==> src/rtl/toa_capture_if.sv <==
// rtl/toa_capture_if.sv - register port bundle between the I2C slave and toa_capture
//
// Purpose: groups the byte-wide register access signals so the host side
// (master) and the capture engine (slave) connect through one port.
//
// Signals:
//   addr        6  register address
//   write       1  one-cycle write strobe
//   write_data  8  write data
//   read        1  read strobe (reads have no side effects)
//   read_data   8  combinational read data from the engine

interface toa_capture_if;
  logic [5:0] addr;
  logic       write;
  logic [7:0] write_data;
  logic       read;
  logic [7:0] read_data;

  modport master (
    output addr,
    output write,
    output write_data,
    output read,
    input  read_data
  );

  modport slave (
    input  addr,
    input  write,
    input  write_data,
    input  read,
    output read_data
  );
endinterface

==> src/rtl/toa_capture.sv <==
// rtl/toa_capture.sv - multi-channel time-of-arrival capture engine
//
// Purpose: conditions NCH microphone comparator inputs, starts a shared
// prescaled timebase on the first enabled arrival, latches one timestamp per
// channel and finishes on all-hit, timeout or timebase saturation.
//
// Parameters:
//   NCH       channel count (1..8)
//   CNT_W     timebase / timestamp width (9..16)
//   PRESCALE  clk cycles per timebase tick (>= 2)
//   FILT      consecutive high samples needed by the glitch filter (1..7)
//
// Ports:
//   clk       in   system clock (64 MHz)
//   reset_n   in   asynchronous active-low reset
//   mic       in   NCH raw asynchronous microphone/comparator inputs
//   bus       slave modport of toa_capture_if (addr/write/write_data/read/read_data)
//   done      out  high while the engine sits in DONE
//
// Build option: define TOA_GLITCH_FILTER_EN to insert the per-channel
// FILT-sample glitch filter between the synchroniser and the edge detector.
//
// Register map:
//   0x00 RO version 0x11
//   0x01 WO control {abort, arm}, self-clearing
//   0x02 RO status {4'b0, sat, tmo, state[1:0]}
//   0x03 RW enable mask
//   0x04 RO hit mask
//   0x05 RW timeout low byte, 0x06 RW timeout high byte
//   0x10+2i / 0x11+2i RO channel i stamp low/high

module toa_capture #(
  parameter int NCH      = 4,
  parameter int CNT_W    = 16,
  parameter int PRESCALE = 8,
  parameter int FILT     = 3
) (
  input  logic           clk,
  input  logic           reset_n,
  input  logic [NCH-1:0] mic,
  toa_capture_if.slave   bus,
  output logic           done
);

  localparam int         PW      = $clog2(PRESCALE);
  localparam logic [7:0] VERSION = 8'h11;

  typedef enum logic [1:0] {
    IDLE    = 2'd0,
    ARMED   = 2'd1,
    CAPTURE = 2'd2,
    DONE    = 2'd3
  } state_t;

  state_t           state;
  logic [NCH-1:0]   sync1, sync2;
  logic [NCH-1:0]   filt;
  logic [NCH-1:0]   prev;
  logic [NCH-1:0]   rise;
  logic [NCH-1:0]   cap_rise;
  logic [NCH-1:0]   hit;
  logic [NCH-1:0]   en;
  logic [CNT_W-1:0] tb;
  logic [CNT_W-1:0] tb_next;
  logic [CNT_W-1:0] timeout;
  logic [CNT_W-1:0] stamp [NCH];
  logic [PW-1:0]    pre;
  logic             pre_tick;
  logic             tb_max;
  logic             sat, tmo;
  logic             term_all, term_tmo, term_sat, term_any;
  logic             ctl_wr, arm, abort;
  logic [15:0]      to_ext, to_wr_lo, to_wr_hi;
  logic             unused_read;

  assign unused_read = bus.read;

  // ---------------------------------------------------------------------------
  // Input conditioning: 2-flop synchroniser and edge-detect history.
  // The history register follows the filtered level every cycle, so a line
  // that is already high when arm lands can never produce a rising edge.
  // ---------------------------------------------------------------------------
  always_ff @(posedge clk or negedge reset_n) begin
    if (!reset_n) begin
      sync1 <= '0;
      sync2 <= '0;
      prev  <= '0;
    end else begin
      sync1 <= mic;
      sync2 <= sync1;
      prev  <= filt;
    end
  end

`ifdef TOA_GLITCH_FILTER_EN
  // Per-channel saturating run-length counter: the filtered level goes high on
  // the FILT-th consecutive high sample and drops on any low sample.
  logic [2:0] flt_cnt [NCH];

  always_ff @(posedge clk or negedge reset_n) begin
    if (!reset_n) begin
      filt <= '0;
      for (int i = 0; i < NCH; i++) begin
        flt_cnt[i] <= 3'd0;
      end
    end else begin
      for (int i = 0; i < NCH; i++) begin
        if (!sync2[i]) begin
          flt_cnt[i] <= 3'd0;
          filt[i]    <= 1'b0;
        end else begin
          if (flt_cnt[i] < 3'(FILT)) begin
            flt_cnt[i] <= flt_cnt[i] + 3'd1;
          end
          filt[i] <= (flt_cnt[i] >= 3'(FILT - 1));
        end
      end
    end
  end
`else
  localparam int unused_filt = FILT;

  assign filt = sync2;
`endif

  assign rise     = filt & ~prev & en;
  assign cap_rise = rise & ~hit;

  // ---------------------------------------------------------------------------
  // Timebase helpers. The prescaler restarts at 0 on CAPTURE entry, so the
  // first tick lands exactly PRESCALE cycles after entry.
  // ---------------------------------------------------------------------------
  assign pre_tick = (pre == PW'(PRESCALE - 1));
  assign tb_max   = &tb;
  assign tb_next  = (pre_tick && !tb_max) ? tb + CNT_W'(1) : tb;

  // Termination looks only at registered values, so done follows the final
  // hit or limit condition by one cycle.
  assign term_all = (hit == en);
  assign term_tmo = (timeout != '0) && (tb == timeout);
  assign term_sat = tb_max;
  assign term_any = term_all || term_tmo || term_sat;

  // ---------------------------------------------------------------------------
  // Write decode. Abort beats arm when both bits arrive in one write.
  // ---------------------------------------------------------------------------
  always_comb begin
    ctl_wr   = bus.write && (bus.addr == 6'h01);
    abort    = ctl_wr && bus.write_data[1];
    arm      = ctl_wr && bus.write_data[0] && !bus.write_data[1];
    to_ext   = 16'(timeout);
    to_wr_lo = {to_ext[15:8], bus.write_data};
    to_wr_hi = {bus.write_data, to_ext[7:0]};
  end

  // ---------------------------------------------------------------------------
  // Control FSM, timebase, hit mask, stamps and configuration registers.
  // ---------------------------------------------------------------------------
  always_ff @(posedge clk or negedge reset_n) begin
    if (!reset_n) begin
      state   <= IDLE;
      done    <= 1'b0;
      hit     <= '0;
      en      <= '1;
      timeout <= '0;
      tb      <= '0;
      pre     <= '0;
      sat     <= 1'b0;
      tmo     <= 1'b0;
      for (int i = 0; i < NCH; i++) begin
        stamp[i] <= '0;
      end
    end else begin
      if (bus.write && (bus.addr == 6'h03)) begin
        en <= bus.write_data[NCH-1:0];
      end
      if (bus.write && (bus.addr == 6'h05)) begin
        timeout <= to_wr_lo[CNT_W-1:0];
      end
      if (bus.write && (bus.addr == 6'h06)) begin
        timeout <= to_wr_hi[CNT_W-1:0];
      end

      if (abort) begin
        // Stamps are deliberately kept so the host can inspect a partial run.
        state <= IDLE;
        done  <= 1'b0;
        hit   <= '0;
      end else begin
        case (state)
          IDLE, DONE: begin
            if (arm) begin
              state <= ARMED;
              done  <= 1'b0;
              hit   <= '0;
              tb    <= '0;
              pre   <= '0;
              sat   <= 1'b0;
              tmo   <= 1'b0;
              for (int i = 0; i < NCH; i++) begin
                stamp[i] <= '0;
              end
            end
          end

          ARMED: begin
            if (|rise) begin
              state <= CAPTURE;
              tb    <= '0;
              pre   <= '0;
              hit   <= rise;
              for (int i = 0; i < NCH; i++) begin
                if (rise[i]) begin
                  stamp[i] <= '0;
                end
              end
            end
          end

          CAPTURE: begin
            pre <= pre_tick ? '0 : pre + PW'(1);
            tb  <= tb_next;
            hit <= hit | cap_rise;
            // A channel stamps with the timebase value of the cycle its edge
            // is registered in, i.e. floor(cycles since entry / PRESCALE).
            for (int i = 0; i < NCH; i++) begin
              if (cap_rise[i]) begin
                stamp[i] <= tb_next;
              end else if (term_any && !hit[i]) begin
                stamp[i] <= '1;
              end
            end
            if (term_any) begin
              state <= DONE;
              done  <= 1'b1;
              tmo   <= term_tmo;
              sat   <= term_sat;
            end
          end

          default: state <= IDLE;
        endcase
      end
    end
  end

  // ---------------------------------------------------------------------------
  // Read mux (combinational, side-effect free). Stamps are zero-extended to
  // 16 bits so narrow builds still present a full low/high byte pair.
  // ---------------------------------------------------------------------------
  logic [15:0] s16;

  always_comb begin
    bus.read_data = 8'h00;
    s16           = 16'h0000;
    case (bus.addr)
      6'h00:   bus.read_data = VERSION;
      6'h02:   bus.read_data = {4'b0000, sat, tmo, state};
      6'h03:   bus.read_data = 8'(en);
      6'h04:   bus.read_data = 8'(hit);
      6'h05:   bus.read_data = to_ext[7:0];
      6'h06:   bus.read_data = to_ext[15:8];
      default: begin
        for (int i = 0; i < NCH; i++) begin
          if (bus.addr == 6'(16 + 2 * i)) begin
            s16           = 16'(stamp[i]);
            bus.read_data = s16[7:0];
          end else if (bus.addr == 6'(17 + 2 * i)) begin
            s16           = 16'(stamp[i]);
            bus.read_data = s16[15:8];
          end
        end
      end
    endcase
  end

endmodule

==> src/flat_wrapper.sv <==
// flat-port wrapper written by rule: the top's interface ports become plain ports
module toa_capture_flat 
#(
  parameter int NCH      = 4,
  parameter int CNT_W    = 16,
  parameter int PRESCALE = 8,
  parameter int FILT     = 3
)
  (clk, reset_n, mic, done, bus_addr, bus_write, bus_write_data, bus_read, bus_read_data);
  toa_capture_if bus_i ();
  input  logic clk;
  input  logic reset_n;
  input  logic [NCH-1:0] mic;
  output logic done;
  input wire logic [$bits(bus_i.addr)-1:0] bus_addr;
  input wire logic [$bits(bus_i.write)-1:0] bus_write;
  input wire logic [$bits(bus_i.write_data)-1:0] bus_write_data;
  input wire logic [$bits(bus_i.read)-1:0] bus_read;
  output wire logic [$bits(bus_i.read_data)-1:0] bus_read_data;
  assign bus_i.addr = bus_addr;
  assign bus_i.write = bus_write;
  assign bus_i.write_data = bus_write_data;
  assign bus_i.read = bus_read;
  assign bus_read_data = bus_i.read_data;
  toa_capture #(.NCH(NCH), .CNT_W(CNT_W), .PRESCALE(PRESCALE), .FILT(FILT)) u_core (.clk(clk), .reset_n(reset_n), .mic(mic), .bus(bus_i), .done(done));
endmodule
==> config.mk <==
export PLATFORM = sky130hd
export DESIGN_NAME = toa_capture_flat
export DESIGN_NICKNAME = d
export VERILOG_FILES = /design/src/rtl/toa_capture_if.sv /design/src/rtl/toa_capture.sv /design/src/flat_wrapper.sv
export SDC_FILE = /design/constraint.sdc
export NUM_CORES = 1
export LEC_CHECK = 0
export CORE_ASPECT_RATIO = 1.5
export CORE_MARGIN = 2
export CORE_UTILIZATION = 35
export DETAILED_ROUTE_END_ITERATION = 12
export SLEW_MARGIN = 20
export SYNTH_ARGS = -nofsm -noshare
export SYNTH_HDL_FRONTEND = slang
export SYNTH_SLANG_ARGS = --single-unit
==> constraint.sdc <==
create_clock -name clk -period 4.6 [get_ports clk]
set_clock_uncertainty 0.1 [all_clocks]
set_input_delay 0.92 -clock clk [delete_from_list [all_inputs] [get_ports clk]]
set_output_delay 0.92 -clock clk [all_outputs]
set_load 0.01 [all_outputs]
# After elaboration in Yosys (flattened, before gate mapping)
# Index checks and enable logic that the tools add are counted.
[word_totals]
register_bits = 124
latchBits = 0
ram_bits = 0
romBits = 0
inputBits = 22
mem_count = 0
[op_classes]
add_sub_neg = 2
mul = 0
n_div = 0
order_cmp = 0
n_eq_ne = 34
shifts = 0
muxes = 51
bitwise_logic = 8
reduce_logical = 39
[ops]
columns = ["cell", "count"]
rows = [
  ["$mux W16", 16],
  ["$pmux W64 S3", 1],
  ["$mux W64", 2],
  ["$mux W8", 9],
  ["$eq A6 B5 Y1 const B", 8],
  ["$pmux W16 S3", 1],
  ["$pmux W8 S6", 1],
  ["$ne A3 B1 Y1 const B", 7],
  ["$reduce_and A5 Y1", 4],
  ["$eq A6 B3 Y1 const B", 3],
  ["$add A16 B1 Y16 const B", 1],
  ["$eq A16 B16 Y1", 1],
  ["$reduce_and A16 Y1", 1],
  ["$reduce_bool A16 Y1", 1],
  ["$ne A2 B1 Y1 const B", 7],
  ["$logic_and A1 B1 Y1", 13],
  ["$and A4 B4 Y4", 3],
  ["$eq A6 B2 Y1 const B", 2],
  ["$mux W4", 3],
  ["$pmux W4 S3", 1],
  ["$mux W3", 3],
  ["$pmux W3 S3", 1],
  ["$reduce_and A3 Y1", 3],
  ["$mux W2", 4],
  ["other kinds (22)", 38],
]

# Logic depth before layout (Yosys ltp)
[depth]
depth_word = 10
depth_mapped = 9

# Worst setup path after synthesis
# No wires, ideal clock.
[synth_path]
kind = "in2out"
from = "in bus_addr[1]"
to = "out bus_read_data[6]"
arrival_time_ps = 2752
t_required_ps = 3580
path_slack_ps = 828
stages = 8
path_cell_list = "clkbuf_2 -> buf_1 -> buf_1 -> clkbuf_1 -> a21oi_1 -> nor3_1 -> nor2_1 -> nor3_1"
[synth_between]
elab_chain_cells = 10
[synth_rtl]
columns = ["item", "line", "rtl"]
rows = [
  ["start, declared", "flat_wrapper.sv:15", "input wire logic [$bits(bus_i.addr)-1:0] bus_addr;"],
  ["$eq A6 B5 Y1", "toa_capture.sv:268", "end else if (bus.addr == 6'(17 + 2 * i)) begin"],
  ["$mux W8", "toa_capture.sv:268", ""],
  ["$mux W8", "toa_capture.sv:265", "if (bus.addr == 6'(16 + 2 * i)) begin"],
  ["$mux W8", "toa_capture.sv:268", ""],
  ["$mux W8", "toa_capture.sv:265", ""],
  ["$mux W8", "toa_capture.sv:268", ""],
  ["$mux W8", "toa_capture.sv:265", ""],
  ["$mux W8", "toa_capture.sv:268", ""],
  ["$mux W8", "toa_capture.sv:265", ""],
  ["$pmux W8 S6 (*)", "toa_capture.sv:256", "case (bus.addr)"],
  ["end, declared", "flat_wrapper.sv:19", "output wire logic [$bits(bus_i.read_data)-1:0] bus_read_data;"],
]
# Mark *: on every way between the ends. The rest lies on a longest branch, timed or not.

# Worst setup path after layout
[layout_path]
from = "in bus_addr[3]"
to = "out bus_read_data[6]"
# The elaborated chain is that of the path after synthesis.

==> impl_results.md <==
- Status: finished, final reports clean
- Pin count of the biggest net entering global routing: 78
- CP endpoint kind: primary output
- PD cells: between 600 and 700 nW/um^2
- Max H-tree Level: 4
- Crit start category: input port
- Postcts setup bufs: 0
- Mean post-synth cell area: 10.1 um^2
- Unrepaired setup endpoints after global routing: no
- Root Driver: clkbuf_16
- First DRT Iteration DRCs: around 410
- Worst-path clk slew: 60 ps
- DR vias: 5787
- Cts repair resizes: 0
- # clock sinks: 124
- Most frequent cells in the layout: 120 x dfrtp_1, 80 x nand2_1, 51 x a21oi_1
- ANT cells: 0
- WHS: 249 ps
- Area leader, netlist: dfrtp_1
- #FFs+latches synth: 124
- Worst setup path class: input port to primary output
- Worst skew pair latency: between 400 and 500 ps
- Rows: 63
- Mapped Area: 6930 um^2
- CP Cell Sequence: clkdlybuf4s50_1, nor4b_2, a21oi_1, o21ai_0, a21oi_1, nor3_1, clkdlybuf4s50_1
- Async S/R FF share, synth: 100%
- Slew @ Worst Pin: 1070 ps
- CTS buffer count: 17
- Commonest non-fill, non-tap cell in the layout: dfrtp_1
- Worst-path maximum fanout: 5
- Vias in the first global route: 5846
- Die Ht: roughly 180 um
- Unique cell type count in the Yosys netlist: between 60 and 70
- Routability congestion estimate: 0.922
- Worst path bufs/invs: 2
- Critical Path RT: 3580 ps
- Cells after synthesis: 683
- Max_cap viols: 0
- CTS tree: yes
- Tmin final: 4380 ps
- Final slew viol count: 0
- Setup violators final: 0
- Share of cells above drive strength 1: about 16%
- Crit-path max cell delay: 610 ps
- Drt first pass iters: 5
- Die area: ~21000 um^2
- Final Hold Viols: 0
- Layout area overhead: 16.4%
- Post-synthesis sequential area ratio: between 40 and 50%
- Area of the core: 19600 um^2
- Cts hold-fix bufs: 0
- Initial Utilization: 35.3%
- DR WL/cell: 21.8 um
- Slowest cell on crit path: clkdlybuf4s50_1
- Synth area leaders: dfrtp_1 43%, a32o_1 6.4%, mux2_2 4.4%
- Highest clock rate: around 0.23 GHz
- Antenna violations before repair: 0
- Gr usage total: 20.9%
- DRT antenna net count: 0
- Critical path's top delay family: buffers and inverters
- Leak: 3.35 nW
- Period utilisation layout: 95.2%
- Worst Hold Class: register to register
- CP arrival: 3360 ps
- Ys Warns: 0
- Max-slew headroom: between 20% and 30%
- Final WL: 21100 um
- Port bufs: 29
- Gr ovfl total: 0
- Via density: 5.96
- Residual DRC: 0
- Top-level port count: 31
- Yosys top cell area share: a little over two fifths
- Setup TNS: 0 ps
- Die width: around 120 um
- Post-synth top flop: dfrtp_1
- Post-synth EDFFs: 0
- Global-route wire length before repair: 33500 um
- Final nets: 726
- Net Count, Synth: 711
- Peak VDD IR: roughly 300 uV
- Final HPWL DP: around 15000 um
- Clk buf depth: 2
==> kinds of logic (layout without fill, tap and decap cells) <==
group / after synthesis / after routing / synth area share, %
mux: 61 / 61 / 11.3
fa+ha+maj: 6 / 6 / 1.08
buf+inv: 64 / 92 / 4.19
compound gates: 197 / 197 / 20.4
flops: 124 / 124 / 44.9
simple gates: 204 / 204 / 14.8
xor+xnor: 27 / 27 / 3.41
==> metal layers <==
metal	vias up	track usage, %	wire length [um]
met3	64	2.62	820
met5	-	0	0
met2	219	36.1	10900
met1	2903	25.1	8370
li1	2601	-	-
met4	0	11.9	1090
==> flip-flops by register name, indices dropped and copies added (netlist names) <==
signal	cells
u_core.done	1
u_core.timeout	16
u_core.sat	1
u_core.tb	16
u_core.pre	3
u_core.en	4
u_core.sync1	4
u_core.state	2
u_core.tmo	1
u_core.prev	4
u_core.stamp	64
u_core.hit	4
u_core.filt	4
==> metrics by stage <==
| step | power (mW) | cells | worst slack [ps] | utilization (%) | cell area, um^2 |
|---|---|---|---|---|---|
| 2_1_floorplan | 2.92 | 683 | 828 | - | 6930 |
| 3_3_place_gp | 3.43 | 939 | 287 | 38.1 | 7470 |
| 3_5_place_dp | 3.50 | 939 | 246 | 38.1 | 7470 |
| 4_1_cts | 4.84 | 971 | 245 | 41.1 | 8060 |
| 5_1_grt | 5.08 | 971 | 108 | 41.1 | 8060 |
| 6_report | 4.84 | 971 | 223 | 41.1 | 8060 |
==> synthesized netlist by cell type, types with 7 or more instances <==
cell type and instances:
xor2_1 16, nor4_1 12, nor2_1 33, buf_2 14, clkbuf_1 30, mux2i_1 17
a22oi_1 10, mux2_2 27, a22o_1 7, o211ai_1 8, nor3_1 15, a32o_1 44
nor2b_1 7, mux4_2 7, mux2_4 10, nand2_1 80, nand4_1 8, o22ai_1 12
dfrtp_1 120, inv_1 10, o21ai_0 30, nand3_1 12, a21oi_1 51, xnor2_1 11
==> layout make-up <==
cell class / instances / area [um^2]
flip-flops and latches: 124 / 3110
fillers: 1892 / 11600
clock buffers: 18 / 429
clock inverters: 14 / 160
inverters: 11 / 41.3
well taps: 260 / 325
repair buffers: 49 / 458
multi-input cells: 495 / 3540
==> final timing paths <==
| check | from | endpoint | slack (ps) | cells past startpoint |
|---|---|---|---|---|
| worst max register to register | u_core.tb[0]$_DFFE_PN0P_ | u_core.stamp[48]$_DFFE_PN0P_ | 1250 | 7 |
| worst min register to register | u_core.sync1[2]$_DFF_PN0_ | u_core.filt[2]$_DFF_PN0_ | 250 | 0 |
| worst max-delay path | bus_addr[3] | bus_read_data[6] | 220 | 7 |
| max in group asynchronous | reset_n | u_core.stamp[33]$_DFFE_PN0P_ | 3150 | 2 |
| worst min-delay path | u_core.sync1[2]$_DFF_PN0_ | u_core.filt[2]$_DFF_PN0_ | 250 | 0 |
| min in group asynchronous | reset_n | u_core.sync1[1]$_DFF_PN0_ | 400 | 1 |
==> report_power, final <==
| part | leakage (nW) | total, mW | internal, mW | switching, mW |
|---|---|---|---|---|
| registers | 1.62 | 1.55 | 1.36 | 0.183 |
| clock network | 0.279 | 1.35 | 0.808 | 0.540 |
| logic | 1.46 | 1.95 | 0.832 | 1.11 |
| total | 3.35 | 4.84 | 3.00 | 1.84 |
==> worst register-to-register path, stage by stage (launching register included) <==
cell and delay, ps:
dfrtp_1 530, ha_1 300, nand4_1 210, or4_1 690
o211ai_1 570, nor2_1 130, nand2_1 490, a32o_1 270
Power figures use the tool's default switching activity.
